--- src/rtl/rf_write_arbiter_if.sv ---
// rf_write_arbiter_if: two writeback requesters, hold input and register-file write port
interface rf_write_arbiter_if #(parameter int width = 32);
   logic             req0_valid;
   logic             req0_ready;
   logic [4:0]       req0_addr;
   logic [width-1:0] req0_data;
   logic             req1_valid;
   logic             req1_ready;
   logic [4:0]       req1_addr;
   logic [width-1:0] req1_data;
   logic             rf_hold;
   logic             rf_en;
   logic [4:0]       write_addr;
   logic [width-1:0] write_data;
   logic             init_done;
   modport master (
      output req0_valid, req0_addr, req0_data, req1_valid, req1_addr, req1_data, rf_hold,
      input  req0_ready, req1_ready, rf_en, write_addr, write_data, init_done
   );
   modport slave (
      input  req0_valid, req0_addr, req0_data, req1_valid, req1_addr, req1_data, rf_hold,
      output req0_ready, req1_ready, rf_en, write_addr, write_data, init_done
   );
endinterface

--- src/rtl/rf_write_arbiter.sv ---
// rf_write_arbiter: zero-sweeps x1..x31 after reset, then arbitrates two writeback requesters onto the register-file write port (RF_ARB_ROUND_ROBIN_EN selects round-robin, else fixed priority)
module rf_write_arbiter #(
   parameter int width = 32
) (
   input logic clk,
   input logic rst,
   rf_write_arbiter_if.slave bus
);
   typedef enum logic {INIT, RUN} state_t;
   state_t           state_q, state_d;
   logic [4:0]       cnt_q, cnt_d;
   logic             last_q;
   logic             gnt0, gnt1, go, acc;
   logic [4:0]       sel_addr;
   logic [width-1:0] sel_data;
   // state register and sweep counter
   always_ff @(posedge clk or negedge rst)
      if (!rst) begin
         state_q <= INIT;
         cnt_q   <= 5'd1;
      end else begin
         state_q <= state_d;
         cnt_q   <= cnt_d;
      end
   // sweep advances on every unheld INIT cycle; issuing x31 hands over to RUN
   always_comb begin
      state_d = state_q;
      cnt_d   = cnt_q;
      if (state_q == INIT && !bus.rf_hold) begin
         cnt_d   = cnt_q + 5'd1;
         state_d = (cnt_q == 5'd31) ? RUN : INIT;
      end
   end
   // grant selection; last_q=1 means requester 1 was granted last, so requester 0 goes next
   always_comb begin
`ifdef RF_ARB_ROUND_ROBIN_EN
      gnt0 = bus.req0_valid & (!bus.req1_valid | last_q);
      gnt1 = bus.req1_valid & (!bus.req0_valid | !last_q);
`else
      gnt0 = bus.req0_valid;
      gnt1 = bus.req1_valid & !bus.req0_valid;
`endif
      go       = (state_q == RUN) & !bus.rf_hold;
      acc      = go & (gnt0 | gnt1);
      sel_addr = gnt0 ? bus.req0_addr : bus.req1_addr;
      sel_data = gnt0 ? bus.req0_data : bus.req1_data;
   end
   assign bus.req0_ready = go & gnt0;
   assign bus.req1_ready = go & gnt1;
   assign bus.init_done  = (state_q == RUN);
   // registered write port: sweep zeros in INIT, winner's write in RUN; x0 writes are accepted but not strobed
   always_ff @(posedge clk or negedge rst)
      if (!rst) begin
         bus.rf_en      <= 1'b0;
         bus.write_addr <= 5'd0;
         bus.write_data <= '0;
         last_q         <= 1'b1;
      end else if (state_q == INIT) begin
         bus.rf_en <= !bus.rf_hold;
         if (!bus.rf_hold) begin
            bus.write_addr <= cnt_q;
            bus.write_data <= '0;
         end
      end else if (acc) begin
         bus.rf_en      <= (sel_addr != 5'd0);
         bus.write_addr <= sel_addr;
         bus.write_data <= sel_data;
         last_q         <= gnt1;
      end else begin
         bus.rf_en <= 1'b0;
      end
endmodule

--- src/flat_wrapper.sv ---
// flat-port wrapper written by rule: the top's interface ports become plain ports
module rf_write_arbiter_flat 
#(
   parameter int width = 32
)
  (clk, rst, bus_req0_valid, bus_req0_addr, bus_req0_data, bus_req1_valid, bus_req1_addr, bus_req1_data, bus_rf_hold, bus_req0_ready, bus_req1_ready, bus_rf_en, bus_write_addr, bus_write_data, bus_init_done);
  rf_write_arbiter_if #(.width(width)) bus_i ();
  input logic clk;
  input logic rst;
  input wire logic [$bits(bus_i.req0_valid)-1:0] bus_req0_valid;
  input wire logic [$bits(bus_i.req0_addr)-1:0] bus_req0_addr;
  input wire logic [$bits(bus_i.req0_data)-1:0] bus_req0_data;
  input wire logic [$bits(bus_i.req1_valid)-1:0] bus_req1_valid;
  input wire logic [$bits(bus_i.req1_addr)-1:0] bus_req1_addr;
  input wire logic [$bits(bus_i.req1_data)-1:0] bus_req1_data;
  input wire logic [$bits(bus_i.rf_hold)-1:0] bus_rf_hold;
  output wire logic [$bits(bus_i.req0_ready)-1:0] bus_req0_ready;
  output wire logic [$bits(bus_i.req1_ready)-1:0] bus_req1_ready;
  output wire logic [$bits(bus_i.rf_en)-1:0] bus_rf_en;
  output wire logic [$bits(bus_i.write_addr)-1:0] bus_write_addr;
  output wire logic [$bits(bus_i.write_data)-1:0] bus_write_data;
  output wire logic [$bits(bus_i.init_done)-1:0] bus_init_done;
  assign bus_i.req0_valid = bus_req0_valid;
  assign bus_i.req0_addr = bus_req0_addr;
  assign bus_i.req0_data = bus_req0_data;
  assign bus_i.req1_valid = bus_req1_valid;
  assign bus_i.req1_addr = bus_req1_addr;
  assign bus_i.req1_data = bus_req1_data;
  assign bus_i.rf_hold = bus_rf_hold;
  assign bus_req0_ready = bus_i.req0_ready;
  assign bus_req1_ready = bus_i.req1_ready;
  assign bus_rf_en = bus_i.rf_en;
  assign bus_write_addr = bus_i.write_addr;
  assign bus_write_data = bus_i.write_data;
  assign bus_init_done = bus_i.init_done;
  rf_write_arbiter #(.width(width)) u_core (.clk(clk), .rst(rst), .bus(bus_i));
endmodule
--- config.mk ---
export PLATFORM = sky130hd
export DESIGN_NAME = rf_write_arbiter_flat
export DESIGN_NICKNAME = d
export VERILOG_FILES = /design/src/rtl/rf_write_arbiter_if.sv /design/src/rtl/rf_write_arbiter.sv /design/src/flat_wrapper.sv
export SDC_FILE = /design/constraint.sdc
export NUM_CORES = 1
export LEC_CHECK = 0
export ABC_AREA = 1
export BUFFER_PORTS_ARGS = -buffer_cell sky130_fd_sc_hd__buf_4
export CORE_AREA = 2 2 81 68
export DETAILED_ROUTE_END_ITERATION = 16
export DIE_AREA = 0 0 83 70
export PLACE_DENSITY = 0.78
export SYNTH_ARGS = -nofsm -noshare
export SYNTH_HDL_FRONTEND = slang
export SYNTH_SLANG_ARGS = --single-unit
--- constraint.sdc ---
create_clock -name clk -period 1.65 [get_ports clk]
set_input_delay 0.165 -clock clk [delete_from_list [all_inputs] [get_ports clk]]
set_output_delay 0.165 -clock clk [all_outputs]
set_load 0.01 [all_outputs]
# Word level (Yosys, flattened, before mapping)
# Index checks and enable logic that the tools add are counted.
# classes
n_addsub,1
mul,0
n_div,0
n_lt_le_gt_ge,0
eq_ne,3
n_shift,0
muxes,11
bitwise_logic,7
n_reduce_logical,5
# op_table
op,count
32-bit 2-to-1 mux,4
5-bit 2-to-1 mux,4
5-bit by 1-bit adder with 5-bit output (second input constant),1
1-bit bitwise AND,5
5-bit == test (second input constant),1
5-bit nonzero test,1
1-bit 2-to-1 mux,3
1-bit logical NOT,2
2-bit by 1-bit != test with 1-bit output (second input constant),1
2-bit != test (second input constant),1
2-bit AND reduction,1
1-bit logical AND,1
1-bit inverter,1
1-bit OR,1
# totals
register_bits,44
latch_bits,0
mem_bits_rw,0
romBits,0
in_bits,79
out_inout_bits,41
word_cells,32
n_memories,0

# Longest topological paths before layout
# Gate-level depths: netlist of run 1.
# logic_depth
word_depth,6
depth_mapped,8
mapped_depth_nobuf,7

# Worst setup path after synthesis of run 1
# OpenSTA, ideal clock, no wires.
# synth_path
path_type,flip-flop to flip-flop
start,register u_core.cnt_q[0]
end,register u_core.cnt_q[4]
setup_ns,0.116
t_arrival_ns,1.145
t_required_ns,1.534
path_slack_ns,0.389
stages_incl_launch_ff,7
path_buffers,0
cell_sequence,dfstp_2 ha_1 nand2_1 nor2_1 ha_1 nand2_1 nand2_1
# synth_between
elab_chain_cells,1
# synth_lines
item,line_no,rtl
start: declaration,rf_write_arbiter.sv:11,"logic [4:0] cnt_q, cnt_d;"
start signal: assignment,rf_write_arbiter.sv:23,cnt_q <= cnt_d;
5-bit by 1-bit adder with 5-bit output,rf_write_arbiter.sv:30,cnt_d = cnt_q + 5'd1;
# Every way passes these cells.
# A chain may end at the register's enable or synchronous reset.

# Worst setup path in the final report of run 1
# layout_path
start,register u_core.state_q (netlist: u_core.bus.init_done)
end,output bus_req1_ready
# layout_between
elab_chain_cells,2
# layout_lines
item,line_no,rtl
start: declaration,rf_write_arbiter.sv:10,"state_t state_q, state_d;"
start signal: assignment,rf_write_arbiter.sv:22,state_q <= state_d;
1-bit bitwise AND,rf_write_arbiter.sv:43,go = (state_q == RUN) & !bus.rf_hold;
1-bit bitwise AND,rf_write_arbiter.sv:49,assign bus.req1_ready = go & gnt1;
end: declaration,flat_wrapper.sv:18,output wire logic [$bits(bus_i.req1_ready)-1:0] bus_req1_ready;
# Every way passes these cells.

==> results of run 1 <==
-- kinds of logic (layout without fill, tap and decap cells) --
kind of cell	count (synthesis)	in the layout	synth area share
buffers and inverters	20	142	0.0424
muxes	27	27	0.127
DFF	44	44	0.519
and+or+nand+nor	94	94	0.172
AOI/OAI and AO/OA	46	46	0.115
adders and majority gates	2	2	0.0118
xor gates and xnor gates	3	3	0.0124
-- flip-flops by register name, indices dropped and copies added (netlist names) --
signal and flops:
u_core.cnt_q 5, u_core.bus.rf_en 1, u_core.bus.init_done 1, u_core.bus.write_addr 5, u_core.bus.write_data 32
-- layout by cell type, fill, tap and decap left out, drive strengths merged --
| master | n |
|---|---|
| nand2 | 70 |
| dlygate4sd3 | 1 |
| nand3 | 4 |
| ha | 2 |
| clkbuf | 5 |
| xor2 | 2 |
| inv | 8 |
| xnor2 | 1 |
| clkinv | 1 |
| nor2 | 18 |
| bufinv | 1 |
| mux2i | 27 |
| a31oi | 1 |
| o21bai | 1 |
| clkinvlp | 1 |
| dfrtp | 43 |
| o21ai | 44 |
| dfstp | 1 |
| nor3 | 1 |
| nand4 | 1 |
| buf | 125 |
-- layout make-up --
cell class                      count  share of cell area
Sequential cell                    44               0.341
Tap cell                           65              0.0252
Timing Repair Buffer              126               0.301
Multi-Input combinational cell    172               0.289
Clock inverter                      3              0.0132
Clock buffer                        5              0.0213
Inverter                            8             0.00929
-- stage by stage --
step / area, µm² / cells
3_3_place_gp: 3110 / 414
6_report: 3230 / 423
2_1_floorplan: 2130 / 236
5_1_grt: 3230 / 423
4_1_cts: 3230 / 423
3_5_place_dp: 3110 / 414
-- metal layers --
metal / up-vias / track usage / part of all wire
li1: 1015 / - / -
met1: 943 / 0.263 / 0.42
met2: 81 / 0.339 / 0.49
met3: 13 / 0.0567 / 0.074
met4: 0 / 0.0729 / 0.019
met5: - / 0 / 0
-- critical path, cell delays in order (launching register included) --
cell and delay, ns:
dfrtp_2 0.45, buf_4 0.17, nand2_1 0.07, nor3_1 0.18
buf_4 0.16
-- power breakdown --
part / total [W] / switching, W / internal [W]
clock: 0.000808 / 0.000360 / 0.000448
sequential: 0.00127 / 0.0000690 / 0.00120
combinational: 0.000685 / 0.000308 / 0.000377
-- timing repair --
item,4_1_cts,5_1_grt
gates resized for setup,0,1
endpoints found under the hold margin,43,0
hold buffers,1,0
setup endpoints to repair,0,1
-- path summary, 6_finish.rpt --
check                                                       from                               endpoint  depth (start not counted)
max                             u_core.bus.init_done$_DFFE_PN0P_                         bus_req1_ready                          4
min                                             bus_req1_data[2]   u_core.bus.write_data[2]$_DFFE_PN0P_                          3
max reg2reg                          u_core.cnt_q[0]$_DFFE_PN1P_            u_core.cnt_q[4]$_DFFE_PN0P_                          6
min reg2reg                u_core.bus.write_data[22]$_DFFE_PN0P_  u_core.bus.write_data[22]$_DFFE_PN0P_                          2
max in group asynchronous                                    rst       u_core.bus.init_done$_DFFE_PN0P_                          2
min in group asynchronous                                    rst  u_core.bus.write_data[26]$_DFFE_PN0P_                          2
==> impl_metrics.env, run 1 <==
export IMPL_crit_type="flip-flop to output pin"
export IMPL_startpoint_type="flip-flop"
export IMPL_insertion_delay_ns=0.29
export IMPL_power_density_mw_per_mm2=854
export IMPL_rows=24
export IMPL_syn2layout_area_growth_pct=52.1
export IMPL_synth_top_cell_by_area="dfrtp_1"
export IMPL_seqCellArea_mm2=0.00110
export IMPL_synth_fp_nets=317
export IMPL_postLayoutCoreUtil=0.630
export IMPL_setup_viol=0
export IMPL_grt_remaining_overflow=0
export IMPL_wirelength_um=5600
export IMPL_cts_sinks=44
export IMPL_maxCapViolCount=0
export IMPL_syn_area_per_cell_um2=9.01
export IMPL_post_place_ws_ns=0.277
export IMPL_drive_gt1_frac=0.388
export IMPL_viasPerCell=4.85
export IMPL_synthTopCellsByArea="dfrtp_1, mux2i_1, nand2_1"
export IMPL_synth_seq_cells=44
export IMPL_rsz0062_at_grt="false"
export IMPL_fillers=453
export IMPL_grt_first_pass_wirelength_um=9720
export IMPL_dieWidth_um=83
export IMPL_cts_tree="yes"
export IMPL_htree_levels=2
export IMPL_grt_max_degree=45
export IMPL_synthTopCellsByCount="nand2_1, dfrtp_1, o21ai_0, mux2i_1, nor2_1"
export IMPL_wire_per_inst_um=13.2
export IMPL_remaining_drc_errors=0
export IMPL_clockRootBuffer="clkbuf_8"
export IMPL_min_period_ns=1.49
export IMPL_antennaDiodeCount=0
export IMPL_synth_top_area_frac=0.506
export IMPL_synth_seq_area_share=0.519
export IMPL_initial_core_util=0.414
export IMPL_arrival_ns=1.32
export IMPL_postCtsSetupRepairBufs=0
export IMPL_synthArstFlopShare=1.00
export IMPL_drtIter0Drc=99
export IMPL_dr_pass1_iters=4
export IMPL_ant_nets=0
export IMPL_hold_violations=0
export IMPL_grt_pass1_vias=2086
export IMPL_io_buffers=119
export IMPL_gp_congestion=0.935
export IMPL_hpwl_um=4300
export IMPL_yosys_warnings=0
export IMPL_dieArea_mm2=0.00581
export IMPL_end_kind="output pin"
export IMPL_r2r_slack_ns=0.30
export IMPL_peakVddDrop_mv=0.477
export IMPL_antenna_found_initial=0
export IMPL_multiInputGateArea_um2=933
export IMPL_cp_max_fo=9
export IMPL_synth_edf_count=0
export IMPL_hold_class="input pin to flip-flop"
export IMPL_ys_types=22
export IMPL_status="finished, final reports clean"
export IMPL_relSlewSlack=0.637
export IMPL_fin_setup_tns_ns=0
export IMPL_finalPower_w=0.00276
export IMPL_yosysMostFrequentCell="nand2_1"
export IMPL_die_y_um=70
export IMPL_core_area_mm2=0.00513
export IMPL_period_share=0.902
export IMPL_ys_flop_type="dfrtp_1"
export IMPL_worst_slack_ns=0.161
export IMPL_leakagePower_nw=1.73
export IMPL_vias=2052
export IMPL_drv_slew=0
export IMPL_synthCells=236
export IMPL_critPathRequiredTime_ns=1.48
export IMPL_io_pins=120
export IMPL_fin_nets=438
export IMPL_max_freq_mhz=672
export IMPL_timing_hold_ws_ns=0.153
export IMPL_cts_max_path_buffers=2
export IMPL_synth_area_mm2=0.00213
export IMPL_worst_clock_skew_ns=0.00307
export IMPL_grt_usage=0.206
export IMPL_worstMarginPinSlew_ns=0.544
export IMPL_cts_buffers=5
export IMPL_path_clk_slew_ns=0.08
Power figures use the tool's default switching activity.
==> inputs of run 2 (changes only) <==
- REMOVE_ABC_BUFFERS: not set -> 1
==> run 2 against run 1 <==
  * Clock power decreased by 13%
  * Via count decreased by 1.6%
  * First-iteration DRC count decreased by 55%
  * Register-to-register slack got worse by 0.08 ns
  * Clock-buffer cell count increased by 2
  * Routed wire length decreased by 1.8%
  * Critical path depth unchanged
  * Global-route usage decreased by 0.30 points
==> impl_metrics.env, run 2 (synthesis results as in run 1) <==
export IMPL_top_regs="u_core.bus.write_data (32), u_core.bus.write_addr (5), u_core.cnt_q (5)"
export IMPL_die_y_um=70
export IMPL_drive_gt1_frac=0.384
export IMPL_rows=24
export IMPL_htree_levels=2
export IMPL_endpoint="bus_req1_ready"
export IMPL_gp_congestion=0.873
export IMPL_remaining_drc_errors=0
export IMPL_setup_viol=0
export IMPL_top_register="u_core.bus.write_data"
export IMPL_placed_cell_area_mm2=0.00310
export IMPL_finalPower_w=0.00265
export IMPL_cts_sinks=44
export IMPL_core_area_mm2=0.00513
export IMPL_status="finished, final reports clean"
export IMPL_fin_nets=438
export IMPL_cts_max_path_buffers=2
export IMPL_clockRootBuffer="clkbuf_8"
export IMPL_cpMaxStageDelayCell="dfrtp_1"
export IMPL_final_common_cell="buf_4"
export IMPL_worst_slack_ns=0.168
export IMPL_critPathRequiredTime_ns=1.48
export IMPL_timing_rr_end="u_core.bus.write_data[30]$_DFFE_PN0P_"
export IMPL_timing_hold_ws_ns=0.146
export IMPL_slowest_delay_ns=0.43
export IMPL_cts_resized=0
export IMPL_antenna_found_initial=0
export IMPL_grt_remaining_overflow=0
export IMPL_leakagePower_nw=1.72
export IMPL_min_period_ns=1.48
export IMPL_peakVddDrop_mv=0.539
export IMPL_path_clk_slew_ns=0.07
export IMPL_cpMostUsedCell="buf_4"
export IMPL_grt_max_degree=45
export IMPL_syn2layout_area_growth_pct=50.7
export IMPL_crit_chain="buf_4 -> nand2_1 -> nor3_1 -> buf_4"
export IMPL_holdBufCountCts=1
export IMPL_cp_max_fo=11
export IMPL_max_freq_mhz=675
export IMPL_grt_pass1_vias=2064
export IMPL_hold_class="input pin to flip-flop"
export IMPL_grt_first_pass_wirelength_um=9540
export IMPL_drtIter0Drc=45
export IMPL_hold_violations=0
export IMPL_ant_nets=0
export IMPL_relSlewSlack=0.639
export IMPL_r2r_cells=5
export IMPL_largest_register_ffs=32
export IMPL_worst_clock_skew_ns=0.00201
export IMPL_dr_pass1_iters=4
export IMPL_viasPerCell=4.79
export IMPL_initial_core_util=0.414
export IMPL_antennaDiodeCount=0
export IMPL_grt_usage=0.203
export IMPL_r2r_slack_ns=0.22
export IMPL_hpwl_um=4140
export IMPL_insertion_delay_ns=0.29
export IMPL_end_kind="output pin"
export IMPL_wire_per_inst_um=13.0
export IMPL_crit_type="flip-flop to output pin"
export IMPL_cts_buffers=5
export IMPL_post_place_ws_ns=0.201
export IMPL_wirelength_um=5500
export IMPL_power_density_mw_per_mm2=829
export IMPL_maxCapViolCount=0
export IMPL_critPathLaunch="u_core.bus.init_done$_DFFE_PN0P_"
export IMPL_most_common_layout_cells="buf_4, nand2_1, dfrtp_1"
export IMPL_dieWidth_um=83
export IMPL_worstMarginPinSlew_ns=0.541
export IMPL_vias=2020
export IMPL_postCtsSetupRepairBufs=0
export IMPL_startpoint_type="flip-flop"
export IMPL_io_pins=120
export IMPL_period_share=0.898
export IMPL_dieArea_mm2=0.00581
export IMPL_drv_slew=0
export IMPL_rsz0062_at_grt="false"
export IMPL_io_buffers=119
export IMPL_reg2reg_from="u_core.bus.init_done$_DFFE_PN0P_"
export IMPL_cts_tree="yes"
export IMPL_arrival_ns=1.32
export IMPL_fin_area_mm2=0.00320
## run 2: area by class of cell
type,count,area (µm²)
Fill cell,445,1930
Sequential cell,44,1100
Timing Repair Buffer,126,961
Multi-Input combinational cell,172,933
Clock buffer,7,96.3
Tap cell,65,81.3
Inverter,8,30.0
## run 2: report_power, final
group	switching (W)	internal, W	total [W]
clock network	0.000333	0.000373	0.000705
logic	0.000305	0.000372	0.000677
registers	0.0000709	0.00120	0.00127
## run 2: worst max-delay path: cells and delay by family (launching register included)
family,cells,cell delay (ns)
flops,1,0.43
buf+inv,2,0.36
simple gates,2,0.25
## run 2: worst min path at each step
stage | start | slack, ns | end | cells past startpoint
finish | bus_req1_data[20] | 0.15 | u_core.bus.write_data[20]$_DFFE_PN0P_ | 3
global route | bus_req0_data[19] | 0.14 | u_core.bus.write_data[19]$_DFFE_PN0P_ | 3
CTS | bus_req1_data[20] | 0.14 | u_core.bus.write_data[20]$_DFFE_PN0P_ | 3
detailed placement | rst | 0.19 | u_core.bus.write_data[28]$_DFFE_PN0P_ | 1
global placement | rst | 0.19 | u_core.bus.write_data[24]$_DFFE_PN0P_ | 1
floorplan | rst | -0.13 | u_core.bus.init_done$_DFFE_PN0P_ | 0
## run 2: metal layers
layer  routed length (µm)  up-vias  GRT usage
met4                   38        0     0.0455
met2                 2630       66      0.332
met5                    0        -          0
met1                 2440      931      0.266
li1                     -     1017          -
met3                  388        6     0.0650
## run 2: metrics by stage
| step | std cells | util | TNS [ns] |
|---|---|---|---|
| after floorplan | 224 | - | -0.281 |
| after global placement | 414 | 0.603 | 0 |
| after detailed placement | 414 | 0.603 | 0 |
| after CTS | 422 | 0.624 | 0 |
| after global routing | 422 | 0.624 | 0 |
| final | 422 | 0.624 | 0 |
